[config.mk]
export PLATFORM = sky130hd
export DESIGN_NAME = cp0_exc_sequencer
export DESIGN_NICKNAME = d
export VERILOG_FILES = /design/src/rtl/cp0_exc_sequencer.sv
export SDC_FILE = /design/constraint.sdc
export NUM_CORES = 1
export LEC_CHECK = 0
export CORE_AREA = 4 4 176 178
export CTS_CLUSTER_SIZE = 25
export DETAILED_ROUTE_END_ITERATION = 6
export DIE_AREA = 0 0 180 182
export SYNTH_ARGS = -nofsm -noshare
export SYNTH_HDL_FRONTEND = slang
export SYNTH_SLANG_ARGS = --single-unit
[constraint.sdc]
create_clock -name clk -period 1.95 [get_ports clk]
set_input_delay 0.39 -clock clk [delete_from_list [all_inputs] [get_ports clk]]
set_output_delay 0.39 -clock clk [all_outputs]
set_load 0.03 [all_outputs]
[src/rtl/cp0_exc_sequencer.sv]
// cp0_exc_sequencer: arbitrates exceptions, interrupts and eret into CP0 write strobes, pipeline flush and PC redirect
module cp0_exc_sequencer #(
  parameter int NUM_SRC = 4,
  parameter int CODE_W = 5,
  parameter logic [31:0] EXC_VEC = 32'hBFC0_0380
) (
  input  logic                      clk,
  input  logic                      rst,
  input  logic [NUM_SRC-1:0]        exc_req,
  input  logic [NUM_SRC*CODE_W-1:0] exc_code,
  input  logic [NUM_SRC*32-1:0]     exc_pc,
  input  logic [NUM_SRC*32-1:0]     exc_instr,
  input  logic                      irq,
  input  logic                      int_en,
  input  logic [31:0]               int_pc,
  input  logic                      eret,
  input  logic [31:0]               epc_in,
  input  logic                      flush_ack,
  output logic                      busy,
  output logic                      exception_abort,
  output logic                      flush,
  output logic                      badvinstr_we,
  output logic [31:0]               badvinstr_p,
  output logic                      epc_we,
  output logic [31:0]               epc_wdata,
  output logic                      cause_we,
  output logic [CODE_W-1:0]         cause_code,
  output logic                      exl_set,
  output logic                      exl_clr,
  output logic                      redirect_valid,
  output logic [31:0]               redirect_pc
);
  localparam int SW = NUM_SRC > 1 ? $clog2(NUM_SRC) : 1;
  typedef enum logic [2:0] {IDLE, CAPTURE, COMMIT, WAIT_ACK, REDIRECT, ERET_S} state_t;
  state_t state, state_n;
  logic kind;
  logic [SW-1:0] sel;
  logic take_exc, take_int, take_eret;
  always_comb begin
    sel = '0;
    for (int i = NUM_SRC - 1; i >= 0; i--)
      if (exc_req[i]) sel = SW'(i);
  end
  assign take_exc = state == IDLE && |exc_req;
  assign take_int = state == IDLE && !(|exc_req) && irq && int_en;
  assign take_eret = state == IDLE && !(|exc_req) && !(irq && int_en) && eret;
  always_comb begin
    state_n = state;
    case (state)
      IDLE:     state_n = (take_exc || take_int) ? CAPTURE : take_eret ? ERET_S : IDLE;
      CAPTURE:  state_n = COMMIT;
      COMMIT:   state_n = WAIT_ACK;
      WAIT_ACK: state_n = flush_ack ? REDIRECT : WAIT_ACK;
      default:  state_n = IDLE;
    endcase
  end
  always_ff @(posedge clk) begin
    if (!rst) begin
      state <= IDLE;
      kind <= 1'b0;
      busy <= 1'b0;
      exception_abort <= 1'b0;
      flush <= 1'b0;
      badvinstr_we <= 1'b0;
      badvinstr_p <= '0;
      epc_we <= 1'b0;
      epc_wdata <= '0;
      cause_we <= 1'b0;
      cause_code <= '0;
      exl_set <= 1'b0;
      exl_clr <= 1'b0;
      redirect_valid <= 1'b0;
      redirect_pc <= '0;
    end else begin
      state <= state_n;
      busy <= state_n != IDLE;
      exception_abort <= state_n == CAPTURE;
      flush <= state_n inside {CAPTURE, COMMIT, WAIT_ACK};
      epc_we <= state_n == COMMIT;
      cause_we <= state_n == COMMIT;
      exl_set <= state_n == COMMIT;
      badvinstr_we <= state_n == COMMIT && kind;
      exl_clr <= state_n == ERET_S;
      redirect_valid <= state_n inside {REDIRECT, ERET_S};
      if (take_exc || take_int) begin
        kind <= take_exc;
        cause_code <= take_exc ? exc_code[sel*CODE_W +: CODE_W] : '0;
        epc_wdata <= take_exc ? exc_pc[sel*32 +: 32] : int_pc;
        badvinstr_p <= take_exc ? exc_instr[sel*32 +: 32] : '0;
      end
      redirect_pc <= take_eret ? epc_in : state_n == REDIRECT ? EXC_VEC : redirect_pc;
    end
  end
endmodule
==> Word-level counts from Yosys, hierarchy flattened <==
Index checks and enable logic that the tools add are counted.
{ "op_classes": {"mux": 13, "shifts": 3, "multipliers": 1, "reduce_logical": 17, "n_eq_ne": 8} }
{ "ops": {"columns": ["op", "count"], "rows": [
  ["variable part select 128 x 8 -> 32 bit", 2],
  ["two-way mux 32 bit", 4],
  ["variable part select 20 x 6 -> 5 bit", 1],
  ["equality test 3 x 2 -> 1 bit (second input constant)", 4],
  ["case mux 3 bit (4 select lines)", 1],
  ["two-way mux 3 bit", 3],
  ["logical AND 1 bit", 8],
  ["two-way mux 2 bit", 4],
  ["equality test 3 x 1 -> 1 bit (second input constant)", 2],
  ["equality test 3 bit (second input constant)", 2],
  ["nonzero test 3 bit", 2],
  ["multiplier 2 x 3 -> 5 bit (second input constant)", 1],
  ["two-way mux 5 bit", 1],
  ["nonzero test 2 bit", 2],
  ["OR reduction 4 bit", 1],
  ["zero test 3 bit", 1],
  ["zero test 1 bit", 2],
  ["logical OR 1 bit", 1]
]} }
{ "word_totals": {"in_bits": 350, "ff_bits": 112, "out_inout_bits": 110} }

==> Longest topological paths before layout <==
{ "logic_depth": {"ltp_word": 11, "depth_mapped": 8} }

==> Worst setup path before layout <==
No wires, ideal clock.
{ "synth_path": {"kind": "input-to-reg", "from": "in exc_req[0]", "to": "reg badvinstr_p[5]", "setup_ps": 120, "setup_slack_ps": 43, "path_buffers": 3, "arrival_ps": 1787, "stages": 8, "cell_sequence": "or4_1 -> buf_2 -> nand2_1 -> or2_1 -> buf_6 -> buf_8 -> a21oi_2 -> o31a_1"} }
{ "synth_via": {"elab_chain_len": 6, "word_cells_on_any_way": 10, "cone_classes": "shift: 1; mux: 2; reduce/logical: 7"} }
{ "synth_rtl": {"columns": ["item", "line_no", "text"], "rows": [
  ["start, declared", "9", "input logic [NUM_SRC-1:0] exc_req,"],
  ["branches (longest 6 deep; another with variable part select 128 x 8 -> 32 bit)", null, null],
  ["end signal, assigned", "89", "badvinstr_p <= take_exc ? exc_instr[sel*32 +: 32] : '0;"],
  ["end, declared", "23", "output logic [31:0] badvinstr_p,"]
]} }
Parallel ways; which one is timed is not known.
A chain may end at the register's enable or synchronous reset.

==> metrics.log <==
[metrics] DRC violation count after routing: 0
[metrics] status: completed
[metrics] Yosys cell types: 36
[metrics] final worst clock skew: 14.8 ps
[metrics] critical register-to-register path startpoint: state[1]
[metrics] class of the most critical setup path: reg -> out
[metrics] Clock Sink Count: 112
[metrics] Die X: 180 µm
[metrics] layout overhead on the synthesized area: 98.8%
[metrics] largest net degree at the start of global routing: 73
[metrics] DRT iter0 DRCs: 310
[metrics] top achievable clock speed: 528 MHz
[metrics] antenna violations before repair: 1
[metrics] Die Ht: 182 µm
[metrics] share of total power consumed by net switching: 33.8%
[metrics] first-pass iteration count of the detailed router: 5
[metrics] signal arrival time at the worst endpoint: 1500 ps
[metrics] dominant synthesized flop cell: sky130_fd_sc_hd__dfxtp_1
[metrics] num rows: 63
[metrics] sequential cell area fraction in the yosys report: 37.8%
[metrics] P per Cell Area: 621 nW/µm²
[metrics] clock tree from TritonCTS: yes
[metrics] buffers inserted during post-CTS setup optimization: 0
[metrics] total internal power: 0.00485 W
[metrics] synth cell count leaders: sky130_fd_sc_hd__nand2_1 (213), sky130_fd_sc_hd__dfxtp_1 (112), sky130_fd_sc_hd__a21oi_1 (100)
[metrics] post-layout net count: 1590
[metrics] final core occ: 40.2%
[metrics] CTS buffer count: 9
[metrics] clock latency on the worst-skew pair: 370 ps
[metrics] Static Leakage: 4.55 nW
[metrics] total congestion overflow after global routing: 0
[metrics] relative contribution of sequential cells to total power: 35.4%
[metrics] number of ports placed on the die boundary: 460
[metrics] clock edge transition at the registers on the reported setup and hold paths: 90 ps
[metrics] unrepaired setup endpoints after global routing: no
[metrics] routed via count: 7621
[metrics] number of global-route vias before repair: 7914
[metrics] cell at the root of the clock tree: sky130_fd_sc_hd__clkbuf_16
[metrics] Peak supply drop: 0.344 mV
[metrics] end point of the most critical hold path: state[2]
[metrics] post-layout minimum cycle time: 1890 ps
[metrics] clock group share of total power: 28.0%
[metrics] sw power: 0.00248 W
[metrics] path category of the worst min-delay check: in -> reg
[metrics] weighted congestion at the end of routability-driven global placement: 0.843
[metrics] number of cells on the worst reg-to-reg path: 5
[metrics] slew at the pin closest to its max-slew limit: 455 ps
[metrics] DP Worst Slack: -565 ps
[metrics] sum of routed wire length over all layers: 31.7 mm
[metrics] aggregate global-route resource usage: 18.2%
[metrics] area of the mapped netlist: 5940 µm²
[metrics] dominant cell type by area after synthesis: sky130_fd_sc_hd__dfxtp_1
[metrics] max-slew violation count: 0
[metrics] number of enable flip-flop cells after synthesis: 0
[metrics] post-route standard cell area excluding fillers: 11800 µm²
[metrics] max-cap violations: 0
[metrics] Post-Place Cell Area: 11500 µm²
[metrics] delay-heaviest family, CP: buffers and inverters
[metrics] synth warn: 0
[metrics] number of endpoints with negative hold slack in the final report: 0
[metrics] number of fillers in the final layout: 2979
[metrics] worst path bufs/invs: 1
[metrics] average cell area after synthesis: 7.59 µm²
[metrics] number of endpoints failing setup at the final stage: 0
[metrics] Critical Path RT: 1560 ps
[metrics] flop-to-flop setup slack: 230 ps
[metrics] combined flip-flop and latch cell area: 2240 µm²
[metrics] endpoint of the lowest-slack register-to-register path: badvinstr_p[13]
[metrics] fin crit share: 97.1%
[metrics] maximum single-stage delay on the critical path: 710 ps
[metrics] sort of element at the end of the critical path: output pin
[metrics] antenna-violating nets left: 0
[metrics] count of state elements after synthesis: 112
[metrics] area occupied by multi-input gates: 3400 µm²
[metrics] normalized max-slew margin: 69.4%
[metrics] final setup TNS: 0 ps
[metrics] share of post-route cells with drive strength above 1: 8.92%
[metrics] Hold Path Origin: rst
[metrics] via density per instance: 4.66
[metrics] Clock H-tree levels: 3
[metrics] critical path startpoint category: flip-flop
[metrics] area of the die: 32800 µm²
[metrics] placed wire-length estimate: 24.6 mm
[metrics] portion of total power attributed to combinational logic: 36.6%
[metrics] cell types with the largest area share after synthesis: sky130_fd_sc_hd__dfxtp_1 (38%), sky130_fd_sc_hd__nand2_1 (13%), sky130_fd_sc_hd__a21oi_1 (8.4%)
[metrics] effective utilization at floorplan: 20.2%
[metrics] number of instances in the synthesized netlist: 783
[metrics] area of the core region: 29400 µm²
[metrics] master of the slowest instance on the critical path: sky130_fd_sc_hd__clkdlybuf4s50_1
[metrics] clock tree buffer depth: 2
[metrics] final worst setup slack: 56.8 ps
[metrics] Routed wire per std cell: 19.4 µm
[metrics] Port Buf Inserts: 459
[metrics] cells along the critical path: clkdlybuf4s50_1
[metrics] cell count of the worst hold path: 2
[metrics] fraction of registers with async set/reset: 0%
[metrics] proportion of netlist area held by the largest area contributor: 37.8%
[metrics] worst-path fanout max: 3
[metrics] hold bufs inserted after CTS: 0
[metrics] most frequent cell after synthesis: sky130_fd_sc_hd__nand2_1
[metrics] net count after synthesis: 1133
[metrics] wire length of the first global-routing pass: 47.0 mm
## per-layer routing
metal	track usage (%)	up-vias	part of all wire (%)	wire [µm]
met5	0	-	0	0
met4	4.88	0	2.0	646
met3	6.01	30	8.3	2620
met2	33.0	326	51	16000
met1	20.4	3548	39	12400
li1	-	3717	-	-
## power by group through the flow
stage | Clock, W | Combinational (W) | Sequential (W)
2_1_floorplan | 0 | 0.000756 | 0.00300
3_3_place_gp | 0 | 0.00267 | 0.00264
3_5_place_dp | 0 | 0.00267 | 0.00264
4_1_cts | 0.00215 | 0.00272 | 0.00259
5_1_grt | 0.00223 | 0.00285 | 0.00262
6_report | 0.00205 | 0.00268 | 0.00259
## stage by stage
stage	total power, W	std cells	hold slack [ps]
2_1_floorplan	0.00376	783	423
3_3_place_gp	0.00531	1618	457
3_5_place_dp	0.00532	1618	463
4_1_cts	0.00747	1635	355
5_1_grt	0.00770	1636	363
6_report	0.00733	1636	367
## state kept, by name (all words and copies together), names as in the netlist
name,cells
flush,1
exl_set,1
badvinstr_we,1
redirect_valid,1
exl_clr,1
redirect_pc,32
cause_code,5
kind,1
state,3
exception_abort,1
epc_wdata,32
badvinstr_p,32
busy,1
## timing repair
item / in CTS / in global routing
gates resized for setup: 7 / 1
endpoints found under the setup margin: 103 / 3
cloned: 1 / 0
## final cells by class
cell class | count | share of cell area [%]
Antenna cell | 1 | 0.0212
Clock buffer | 9 | 1.91
Clock inverter | 7 | 0.773
Inverter | 4 | 0.127
Multi-Input combinational cell | 592 | 28.8
Sequential cell | 112 | 19.0
Tap cell | 390 | 4.13
Timing Repair Buffer | 521 | 45.3
## cells in the final DEF, fill, tap and decap left out, types with 2 or more instances in the layout
cell and count:
sky130_fd_sc_hd__buf_4 39, sky130_fd_sc_hd__clkbuf_16 9, sky130_fd_sc_hd__a211oi_1 31, sky130_fd_sc_hd__inv_6 3, sky130_fd_sc_hd__clkinv_8 2, sky130_fd_sc_hd__inv_1 4
sky130_fd_sc_hd__dlygate4sd2_1 4, sky130_fd_sc_hd__nor2b_1 37, sky130_fd_sc_hd__nor3_1 2, sky130_fd_sc_hd__nor2_1 6, sky130_fd_sc_hd__a22o_1 51, sky130_fd_sc_hd__dfxtp_1 112
sky130_fd_sc_hd__o221a_2 12, sky130_fd_sc_hd__nor2_2 2, sky130_fd_sc_hd__o21ai_0 3, sky130_fd_sc_hd__buf_12 22, sky130_fd_sc_hd__a21oi_1 99, sky130_fd_sc_hd__o22ai_1 31
sky130_fd_sc_hd__and2_1 5, sky130_fd_sc_hd__a21oi_2 10, sky130_fd_sc_hd__nand3_1 32, sky130_fd_sc_hd__nand2b_1 5, sky130_fd_sc_hd__clkdlybuf4s50_1 454, sky130_fd_sc_hd__o31a_1 37
sky130_fd_sc_hd__nand2_1 213, sky130_fd_sc_hd__inv_12 2
## cell families after synthesis
group / Yosys count / synth area share (%)
AOI/OAI and AO/OA: 281 / 33.3
buffers and inverters: 79 / 5.94
muxes: 1 / 0.190
and+or+nand+nor: 310 / 22.8
DFF: 112 / 37.8
## worst max-delay path by stage
stage | from | end | slack, ps | cells past startpoint
2_1_floorplan | exc_req[0] | badvinstr_p[5] | 40 | 8
3_3_place_gp | exc_req[0] | redirect_pc[30] | -570 | 8
3_5_place_dp | exc_req[0] | redirect_pc[3] | -560 | 8
4_1_cts | exl_set | epc_we | 10 | 1
5_1_grt | exl_set | exl_set | 20 | 1
6_report | exl_set | epc_we | 60 | 1
Power figures use the tool's default switching activity.
